$ cat config.mk
export PLATFORM = sky130hd
export DESIGN_NAME = issue_queue
export DESIGN_NICKNAME = d
export VERILOG_FILES = /design/src/rtl/issue_queue.sv
export SDC_FILE = /design/constraint.sdc
export NUM_CORES = 1
export LEC_CHECK = 0
export BUFFER_PORTS_ARGS = -buffer_cell sky130_fd_sc_hd__buf_2
export CORE_UTILIZATION = 50
export CTS_CLUSTER_SIZE = 14
export DETAILED_ROUTE_END_ITERATION = 12
export HOLD_SLACK_MARGIN = 0.08
export PLACE_DENSITY = 0.82
export SYNTH_ARGS = -nofsm -noshare
export SYNTH_HDL_FRONTEND = slang
export SYNTH_SLANG_ARGS = --single-unit
$ cat constraint.sdc
create_clock -name clk -period 2.7 [get_ports clk]
set_clock_uncertainty 0.2 [all_clocks]
set_input_delay 0.135 -clock clk [delete_from_list [all_inputs] [get_ports clk]]
set_output_delay 0.135 -clock clk [all_outputs]
set_load 0.02 [all_outputs]
$ cat src/rtl/issue_queue.sv
// issue_queue: circular instruction buffer that issues each entry as one or
// more beats of parallel lane copies, narrowing to the backend lane limit.
module issue_queue #(
  parameter int INSTR_BITS            = 18,
  parameter int SUPERSCALAR_LOG_WIDTH = 2,
  parameter int QUEUE_LOG_DEPTH       = 3
) (
  input  logic                             clk,
  input  logic                             reset,
  input  logic                             in_valid,
  input  logic [INSTR_BITS-1:0]            in_instr,
  input  logic [SUPERSCALAR_LOG_WIDTH-1:0] in_copy_count,
  output logic                             in_ready,
  input  logic [SUPERSCALAR_LOG_WIDTH-1:0] max_lanes,
  output logic                             out_valid,
  output logic [INSTR_BITS-1:0]            out_instr,
  output logic [(1<<SUPERSCALAR_LOG_WIDTH)-1:0] out_lane_mask,
  output logic [SUPERSCALAR_LOG_WIDTH-1:0] out_lane_base,
  output logic                             out_last,
  input  logic                             out_ready,
  output logic [QUEUE_LOG_DEPTH:0]         count
);
  localparam int SLW   = SUPERSCALAR_LOG_WIDTH;
  localparam int QLD   = QUEUE_LOG_DEPTH;
  localparam int SW    = 1 << SLW;
  localparam int DEPTH = 1 << QLD;
  localparam logic [QLD:0] FULL_CNT = (QLD+1)'(DEPTH);
  localparam logic [QLD:0] ONE_CNT  = (QLD+1)'(1);
  localparam logic [SLW:0] ONE_LANE = (SLW+1)'(1);

  typedef struct packed {
    logic [INSTR_BITS-1:0] instr;
    logic [SLW-1:0]        cc;
  } entry_t;

  entry_t         mem_q [DEPTH];
  entry_t         mem_d [DEPTH];
  logic [QLD-1:0] rd_ptr_q, rd_ptr_d;
  logic [QLD-1:0] wr_ptr_q, wr_ptr_d;
  logic [QLD:0]   count_q, count_d;
  logic [SLW-1:0] rem_q, rem_d;
  logic [SLW-1:0] base_q, base_d;

  logic [SLW:0]   lanes;
  logic [QLD-1:0] rd_next;
  logic           push, fire, pop;

  // Beat presentation from head entry and head-progress registers
  always_comb begin
    out_valid     = (count_q != '0);
    in_ready      = (count_q != FULL_CNT);
    count         = count_q;
    out_instr     = mem_q[rd_ptr_q].instr;
    out_lane_base = base_q;
    lanes         = (rem_q <= max_lanes) ? ({1'b0, rem_q} + ONE_LANE)
                                         : ({1'b0, max_lanes} + ONE_LANE);
    out_last      = out_valid && (rem_q <= max_lanes);
    out_lane_mask = '0;
    for (int unsigned j = 0; j < SW; j++) begin
      out_lane_mask[j] = out_valid && (j < 32'(lanes));
    end
  end

  // Next-state: storage, pointers, count and head progress
  always_comb begin
    push     = in_valid && in_ready;
    fire     = out_valid && out_ready;
    pop      = fire && out_last;
    rd_next  = rd_ptr_q + 1'b1;
    mem_d    = mem_q;
    rd_ptr_d = rd_ptr_q;
    wr_ptr_d = wr_ptr_q;
    count_d  = count_q;
    rem_d    = rem_q;
    base_d   = base_q;

    if (push) begin
      mem_d[wr_ptr_q] = '{instr: in_instr, cc: in_copy_count};
      wr_ptr_d        = wr_ptr_q + 1'b1;
    end
    if (pop) begin
      rd_ptr_d = rd_next;
    end
    case ({push, pop})
      2'b10:   count_d = count_q + ONE_CNT;
      2'b01:   count_d = count_q - ONE_CNT;
      default: count_d = count_q;
    endcase

    // The next head after a pop is either already stored, or is the entry
    // being pushed this very cycle when the queue held only the popping head.
    if (pop) begin
      base_d = '0;
      if (count_q > ONE_CNT) begin
        rem_d = mem_q[rd_next].cc;
      end else if (push) begin
        rem_d = in_copy_count;
      end else begin
        rem_d = '0;
      end
    end else if (fire) begin
      // Non-last beat: lanes <= rem < SW, so the low bits hold the full value.
      base_d = base_q + lanes[SLW-1:0];
      rem_d  = rem_q - lanes[SLW-1:0];
    end else if (push && (count_q == '0)) begin
      rem_d  = in_copy_count;
      base_d = '0;
    end
  end

  // State registers with synchronous reset
  always_ff @(posedge clk) begin
    if (reset) begin
      for (int unsigned i = 0; i < DEPTH; i++) begin
        mem_q[i] <= '0;
      end
      rd_ptr_q <= '0;
      wr_ptr_q <= '0;
      count_q  <= '0;
      rem_q    <= '0;
      base_q   <= '0;
    end else begin
      mem_q    <= mem_d;
      rd_ptr_q <= rd_ptr_d;
      wr_ptr_q <= wr_ptr_d;
      count_q  <= count_d;
      rem_q    <= rem_d;
      base_q   <= base_d;
    end
  end
endmodule

; After elaboration in Yosys (flattened, before gate mapping)
; Index checks and enable logic that the tools add are counted.
[word_totals]
reg_bits = 174
in_bits = 26
output_inout_bits = 31
wordCells = 79
[op_classes]
n_addsub = 8
n_lt_le_gt_ge = 10
eq_ne = 3
n_mux = 18
bitwise = 3
n_reduce_logical = 16
[op_table]
columns = operator, n
row1 = 160-bit bitwise mux, 1
row2 = 20-bit binary-select mux with 3-bit select, 2
row3 = 20-bit demux with 3-bit select, 1
row4 = 20-bit two-way mux, 3
row5 = 2-bit two-way mux, 9
row6 = 4-bit >= comparator (second input constant), 3
row7 = 3-bit inverter with 4-bit output, 3
row8 = 1-bit logical AND, 10
row9 = 4-bit one-hot mux with 2 select lines, 1
row10 = 2-bit by 1-bit adder with 3-bit output (second input constant), 2
row11 = 3-bit by 1-bit adder with 3-bit output (second input constant), 2
row12 = 1-bit by 3-bit less-than comparator with 1-bit output (first input constant), 2
row13 = 2-bit by 3-bit less-than comparator with 1-bit output (first input constant), 2
row14 = 4-bit by 1-bit adder with 4-bit output (second input constant), 1
row15 = 4-bit by 1-bit > comparator with 1-bit output (second input constant), 1
row16 = 4-bit zero test, 1
row17 = 4-bit by 1-bit less-than comparator with 1-bit output (second input constant), 1
row18 = 4-bit != test (second input constant), 1
row19 = 2-bit nonzero test, 2
row20 = 4-bit nonzero test, 1
row21 = 4-bit by 1-bit subtractor with 4-bit output (second input constant), 1
row22 = 3-bit two-way mux, 1
row23 = 3-bit nonzero test, 1
row24 = 2-bit adder, 1
row25 = 5 further kinds, 5

; Depth between registers and ports, before layout
; Gate-level depths: netlist (run 1).
[logic_depth]
word_depth = 7
ltp_mapped = 13
depth_no_buf = 13

; Least setup slack after synthesis (run 1)
; OpenSTA, ideal clock, no wires.
[synth_timing]
path_type = reg2reg
startpoint = register count_q[0], in the netlist count[0]
endpoint = register count_q[3], in the netlist count[3]
setup_ps = 128
arrival_ps = 2672
required_time_ps = 2372
setup_slack_ps = -300
stages_incl_launch_ff = 11
path_cell_list = dfxtp_1 inv_1 ha_1 nor3b_2 nand2b_1 nor2_1 ha_1 or4b_2 a21oi_1 xnor2_1 nor2_1
[synth_via]
elab_chain_cells = 5
[synth_lines]
columns = item, line_no
row1 = from (decl), 40  ; logic [QLD:0] count_q, count_d;
row2 = from (signal assigned), 126  ; count_q <= count_d;
row3 = 4-bit nonzero test (*), 50  ; out_valid = (count_q != '0);
row4 = 1-bit logical AND (on tied branches), "67, 57"
row5 = 1-bit logical AND (*), 68  ; pop = fire && out_last;
row6 = net pop, 46  ; logic push, fire, pop;
row7 = 2-bit by 1-bit == test with 1-bit output or 2-bit == test (tied branches), 84  ; case ({push, pop})
row8 = 4-bit one-hot mux with 2 select lines or 2-bit nonzero test (tied branches), --
; The timed path passes the listed nets; every way through them passes the cells marked *.
; A chain may end at the register's enable or synchronous reset.

; Final worst setup path (run 1)
[layout_timing]
startpoint = register rem_q[1]
endpoint = register rem_q[1]
[layout_via]
elab_chain_cells = 5
[layout_lines]
columns = item, line_no
row1 = from (decl), 41  ; logic [SLW-1:0] rem_q, rem_d;
row2 = from (signal assigned), 127  ; rem_q <= rem_d;
row3 = 2-bit by 1-bit adder with 3-bit output or 2-bit <= comparator (tied branches), "55, 57"
row4 = 3-bit two-way mux, 55  ; lanes = (rem_q <= max_lanes) ? ({1'b0, rem_q} + ONE_LANE)
row5 = 2-bit subtractor, 104  ; rem_d = rem_q - lanes[SLW-1:0];
row6 = 2-bit two-way mux, 101  ; end else if (fire) begin
row7 = 2-bit two-way mux, 92  ; if (pop) begin
; Several ways; a longest one is shown, not always the timed one.

==> impl_metrics.env, run 1 <==
export IMPL_grt_overflow=0
export IMPL_port_buffers=56
export IMPL_yosys_warnings=0
export IMPL_synth_seq_cells=174
export IMPL_switching_share_pct=31.06
export IMPL_worstSetupPathType="flop to flop"
export IMPL_worstHoldStart="max_lanes[0]"
export IMPL_whs_ns=0.1860
export IMPL_start_util_pct=51.26
export IMPL_path_depth=12
export IMPL_clock_path_buffers=2
export IMPL_r2r_start="rem_q[1]$_SDFFE_PP0P_"
export IMPL_dp_cells=1103
export IMPL_holdPathEnd="rem_q[0]$_SDFFE_PP0P_"
export IMPL_p_leak_nw=3.243
export IMPL_critical_path_n_buffers_inverters=1
export IMPL_syn_nets=953
export IMPL_cp_top_family="compound AO/OA/AOI/OAI gates"
export IMPL_wl_um=20310
export IMPL_grt_pass1_vias=6586
export IMPL_fin_crit_ns=2.555
export IMPL_yosys_top_cells_area="dfxtp_1, nand2_1, mux4_2"
export IMPL_hold_depth=4
export IMPL_area_growth_pct=17.31
export IMPL_gr_usage_all_layers_pct=26.53
export IMPL_drt_first_iter_violations=663
export IMPL_max_clock_freq_ghz=0.3913
export IMPL_clkSinkCount=174
export IMPL_critPathLaunchType="flop"
export IMPL_dr_pass1_iters=5
export IMPL_nNetsFinal=999
export IMPL_cp_data_required_time_ns=2.82
export IMPL_peakVddDrop_v=0.0005256
export IMPL_grt_first_pass_wirelength_um=33120
export IMPL_viasPerCell=5.779
export IMPL_slowest_delay_ns=0.33
export IMPL_worst_pin_slew_ns=0.7183
export IMPL_die_width_um=126.8
export IMPL_route_detailed_drc=0
export IMPL_syn_inst=914
export IMPL_cts_root_buf="clkbuf_16"
export IMPL_end_kind="flop"
export IMPL_post_route_period_util_pct=94.64
export IMPL_via_count=6709
export IMPL_yosysTopAreaCell="dfxtp_1"
export IMPL_num_rows=45
export IMPL_drive_above_1_share_pct=21.99
export IMPL_slew_headroom_pct=52.11
export IMPL_syn_avg_cell_area_um2=8.526
export IMPL_status="completed"
export IMPL_yosys_area_top_type_share_pct=44.70
export IMPL_drt_wirelength_per_cell_um=17.50
export IMPL_drtAntennaViolNets=0
export IMPL_cp_common_cell="ha_4"
export IMPL_cp_data_arrival_time_ns=2.68
export IMPL_crit_slowest_cell="dfxtp_2"
export IMPL_fp_dieH_um=126.8
export IMPL_antenna_found_initial=0
export IMPL_gp_congestion=0.7823
export IMPL_clk_pin_slew_ns=0.06
export IMPL_reg2reg_slack_ns=0.14
export IMPL_clock_latency_ns=0.43
export IMPL_setup_violations=0
export IMPL_netlist_area_um2=7792
export IMPL_power_frac_comb_pct=27.7
export IMPL_setup_worst_path_start="rem_q[1]$_SDFFE_PP0P_"
export IMPL_antenna_cells=0
export IMPL_numCtsBuffers=17
export IMPL_cellInternalPower_mw=5.007
export IMPL_r2r_worst_path_cells=12
export IMPL_grt_start_max_net_pins=65
export IMPL_io_pins=57
export IMPL_design_core_area_um2=15200
export IMPL_die_area_um2=16090
export IMPL_place_hpwl_um=11630
export IMPL_p_clk_share_pct=33.5
export IMPL_htree_levels=4
export IMPL_p_total_mw=7.262
export IMPL_power_density_nw_per_um2=794.4
export IMPL_max_cap_viol_count=0
export IMPL_crit_fanout=4
export IMPL_final_cells=1161
export IMPL_path_cells="ha_4 -> nor2b_2 -> o21a_1 -> nor2_1 -> a21oi_2 -> inv_1 -> ha_4 -> xor2_2 -> xnor2_1 -> o21ai_1 -> a22oi_1 -> a221oi_1"
export IMPL_hold_path_class="input pin to flop"
export IMPL_cts_tree="built"
export IMPL_seqPwrFrac_pct=38.8
export IMPL_reg2reg_to="rem_q[1]$_SDFFE_PP0P_"
export IMPL_slew_violations=0
export IMPL_p_switching_mw=2.255
export IMPL_finalHoldViolations=0
export IMPL_synth_seq_area_share_pct=44.70
export IMPL_netlist_cell_type_count=43
-- power groups by stage --
stage,registers (mW),logic (mW),clock network [mW]
2_1_floorplan,2.86,1.37,0
3_3_place_gp,2.86,1.85,0
3_5_place_dp,2.86,1.89,0
4_1_cts,2.81,1.95,2.46
5_1_grt,2.83,2.18,2.56
6_report,2.82,2.01,2.43
-- state kept, by name, summed over array words and instances (netlist names) --
signal and count:
mem_q 160, count 4, rd_ptr_q 3, wr_ptr_q 3
out_lane_base 2, rem_q 2
-- cells in the mapped netlist --
cell type	count
a211oi_1	1
a21oi_1	168
a221oi_1	3
a22oi_1	2
a31o_2	1
and2_4	1
and3_1	1
buf_1	1
buf_2	41
buf_4	2
buf_6	2
clkbuf_1	40
dfxtp_1	174
ha_1	13
inv_1	8
inv_4	1
mux2_2	20
mux2i_1	1
mux4_2	40
nand2_1	330
nand2b_1	1
nand3_1	2
nand3b_2	1
nand4b_1	1
nor2_1	17
nor2b_1	3
nor3_1	4
nor3b_1	2
nor3b_2	1
nor4_1	1
nor4b_1	1
nor4b_2	1
o21a_1	2
o21ai_0	5
or2_2	1
or3_1	3
or3b_2	2
or4_1	1
or4b_1	1
or4b_2	1
or4b_4	1
xnor2_1	6
xor2_1	6
-- final cells by class --
cell class	count	area [µm²]
Multi-Input combinational cell	645	3981
Tap cell	188	235.2
Clock inverter	13	136.4
Inverter	9	36.28
Clock buffer	19	452.9
Fill cell	1235	6061
Timing Repair Buffer	113	805.8
Sequential cell	174	3493
-- logic make-up (layout without fill, tap and decap cells) --
kind of cell               after synthesis  in the layout  synth area share [%]
DFF                                    174            174                 44.70
and+or+nand+nor                        377            377                 19.69
AOI/OAI and AO/OA                      182            182                 12.04
xor gates and xnor gates                12             12                 1.349
buffers and inverters                   95            154                 5.555
adders and majority gates               13             13                 2.087
muxes                                   61             61                 14.58
-- per-stage QoR --
stage / util [%] / setup WS [ns] / area, µm² / setup TNS [ns]
final: 60.13 / 0.1447 / 9141 / 0
after global placement: 54.27 / 0.05540 / 8250 / 0
after CTS: 59.76 / 0.004059 / 9085 / 0
after detailed placement: 54.27 / -0.03885 / 8250 / -0.03885
after global routing: 60.13 / -0.02431 / 9141 / -0.02431
after floorplan: - / 0.04348 / 7815 / 0
-- layout by cell type (no fill, tap or decap), types with 6 or more instances in the layout --
| cell | count |
|---|---|
| mux2_2 | 20 |
| nand2_1 | 330 |
| clkbuf_16 | 17 |
| buf_4 | 32 |
| ha_1 | 10 |
| a21oi_1 | 166 |
| xnor2_1 | 6 |
| mux4_2 | 40 |
| nor2_1 | 16 |
| inv_1 | 8 |
| dlygate4sd3_1 | 23 |
| dfxtp_1 | 168 |
| buf_2 | 55 |
-- routing by layer --
metal  up-vias  wire length (µm)  track usage (%)  part of all wire, %
li1       3143                 -                -                    -
met1      3246              8275            33.51                   41
met2       274             10040            45.05                   49
met3        46              1469            4.218                  7.2
met4         0               528            11.48                  2.6
met5         -                 0                0                    0
-- how the worst max path moves through the flow --
stage / to / slack (ns)
after global placement: count[3]$_SDFFE_PP0P_ / 0.06
after CTS: rem_q[1]$_SDFFE_PP0P_ / 0.004
after detailed placement: rem_q[1]$_SDFFE_PP0P_ / -0.04
after floorplan: count[3]$_SDFFE_PP0P_ / 0.04
final: rem_q[1]$_SDFFE_PP0P_ / 0.14
after global routing: rem_q[1]$_SDFFE_PP0P_ / -0.02
-- worst min-delay path, stage by stage --
cell and delay (ns):
buf_2 0.15, xnor2_1 0.09, a221oi_1 0.27, a221oi_1 0.11
-- timing repair --
item | in CTS | in global routing
setup buffers | 2 | 1
hold endpoints to repair | 173 | 0
hold buffers | 23 | 0
setup endpoints to repair | 1 | 3
pin swaps | 1 | 3
gates resized for setup | 0 | 10
No activity file was read; power rests on OpenSTA's default activity.
==> run 2: changes to the inputs <==
Settings changed: PLACE_DENSITY 0.82 to 0.79.
Clock period 2.7 ns to 2.4 ns, I/O delays scaled along.
==> impl_metrics.env, run 2 (synthesis results as in run 1) <==
export IMPL_max_clock_freq_ghz=0.3892
export IMPL_die_area_um2=16090
export IMPL_fp_dieH_um=126.8
export IMPL_ctsHoldBuffers=23
export IMPL_route_detailed_drc=0
export IMPL_cp_data_required_time_ns=2.54
export IMPL_clkSinkCount=174
export IMPL_max_cap_viol_count=0
export IMPL_htree_levels=4
export IMPL_die_width_um=126.8
export IMPL_setup_violations=11
export IMPL_p_total_mw=8.983
export IMPL_worstSetupPathType="flop to flop"
export IMPL_worst_pin_slew_ns=0.5748
export IMPL_r2r_start="rem_q[1]$_SDFFE_PP0P_"
export IMPL_p_leak_nw=3.460
export IMPL_gr_usage_all_layers_pct=27.99
export IMPL_numCtsBuffers=17
export IMPL_critPathLaunchType="flop"
export IMPL_grt_start_max_net_pins=56
export IMPL_hold_depth=3
export IMPL_rsz0062_at_grt="true"
export IMPL_drt_wirelength_per_cell_um=19.52
export IMPL_clock_latency_ns=0.44
export IMPL_holdPathEnd="mem_q[81]$_SDFFE_PP0P_"
export IMPL_hold_path_class="input pin to flop"
export IMPL_reg2reg_to="rem_q[1]$_SDFFE_PP0P_"
export IMPL_peakVddDrop_v=0.0006184
export IMPL_fin_crit_ns=2.569
export IMPL_fill_cells=1105
export IMPL_clock_path_buffers=2
export IMPL_end_kind="flop"
export IMPL_viasPerCell=5.944
export IMPL_cp_data_arrival_time_ns=2.71
export IMPL_place_hpwl_um=12930
export IMPL_post_route_period_util_pct=107.0
export IMPL_clk_pin_slew_ns=0.06
export IMPL_antenna_cells=0
export IMPL_antenna_found_initial=0
export IMPL_violations="hold timing, setup timing"
export IMPL_reg2reg_slack_ns=-0.17
export IMPL_drtAntennaViolNets=0
export IMPL_largest_register="mem_q"
export IMPL_grt_first_pass_wirelength_um=34510
export IMPL_layout_common_cells="nand2_1, dfxtp_1, a21oi_1"
export IMPL_grt_overflow=0
export IMPL_worst_slack_ns=-0.1691
export IMPL_area_growth_pct=24.41
export IMPL_gp_congestion=0.8042
export IMPL_drt_first_iter_violations=752
export IMPL_final_common_cell="nand2_1"
export IMPL_finalHoldViolations=8
export IMPL_design_core_area_um2=15200
export IMPL_via_count=7068
export IMPL_dp_cells=1116
export IMPL_wl_um=23210
export IMPL_r2r_worst_path_cells=12
export IMPL_dr_pass1_iters=5
export IMPL_slew_headroom_pct=61.28
export IMPL_crit_fanout=4
export IMPL_status="finished, violations left"
export IMPL_start_util_pct=51.26
export IMPL_num_rows=45
export IMPL_drive_above_1_share_pct=25.07
export IMPL_place_ws_ns=-0.09528
export IMPL_grt_pass1_vias=6741
export IMPL_slew_violations=0
export IMPL_worstHoldStart="in_copy_count[1]"
export IMPL_nNetsFinal=1027
export IMPL_cts_tree="built"
export IMPL_cts_root_buf="clkbuf_16"
export IMPL_io_pins=57
export IMPL_port_buffers=56
export IMPL_power_density_nw_per_um2=926.6
export IMPL_largest_reg_flops=160
export IMPL_final_cells=1189
export IMPL_whs_ns=-0.1611
## run 2: worst max-delay path by stage
stage                           from                     to
2_1_floorplan  rem_q[0]$_SDFFE_PP0P_  rem_q[1]$_SDFFE_PP0P_
3_3_place_gp   rem_q[1]$_SDFFE_PP0P_  rem_q[1]$_SDFFE_PP0P_
3_5_place_dp   rem_q[0]$_SDFFE_PP0P_  rem_q[1]$_SDFFE_PP0P_
4_1_cts        rem_q[1]$_SDFFE_PP0P_  rem_q[1]$_SDFFE_PP0P_
5_1_grt        rem_q[1]$_SDFFE_PP0P_  rem_q[1]$_SDFFE_PP0P_
6_report       rem_q[1]$_SDFFE_PP0P_  rem_q[1]$_SDFFE_PP0P_
## run 2: final cells by class
class	count	area, µm²	share of cell area [%]
timing repair buffer	141	1224	12.62
sequential	174	3498	36.09
inverter	9	36.28	0.3743
multi-input combinational	645	4128	42.58
tap	188	235.2	2.426
clock buffer	19	442.9	4.569
clock inverter	13	130.1	1.342
## run 2: critical path, stage by stage (launching register included)
cell and delay, ns:
dfxtp_2 0.33, ha_4 0.27, nor2b_4 0.16, o21a_4 0.19, nor2_4 0.05, a21oi_2 0.15
inv_2 0.07, ha_4 0.23, xor2_2 0.17, xnor2_1 0.14, o21ai_1 0.16, a22oi_1 0.10
a221oi_1 0.25
## run 2: per-stage QoR
stage	util [%]	hold WS [ns]	TNS [ns]	cell area (µm²)
2_1_floorplan	-	0.1954	0	7886
3_3_place_gp	55.55	0.2362	-0.001984	8444
3_5_place_dp	55.55	0.2418	-0.09528	8444
4_1_cts	61.44	-0.1797	-0.02310	9340
5_1_grt	63.77	-0.1615	-1.049	9694
6_report	63.77	-0.1611	-0.4541	9694
## run 2: repair_timing
item                                   in CTS  in global routing
resized for setup                          10                 56
setup endpoints to repair                  20                 21
gates cloned                                0                  3
pin swaps                                   7                  9
setup buffers                               3                 12
endpoints found under the hold margin     171                  9
## run 2: routing by layer
layer / vias to the layer above / track usage [%] / routed length, µm
met4: 0 / 14.85 / 1181
li1: 3213 / - / -
met3: 112 / 5.989 / 1762
met1: 3388 / 32.73 / 8717
met5: - / 0 / 0
met2: 355 / 48.19 / 11550
## run 2: power by group
group	switching [mW]	internal [mW]
clock network	1.23	1.48
registers	0.168	3.04
logic	1.51	1.54
total	2.91	6.07
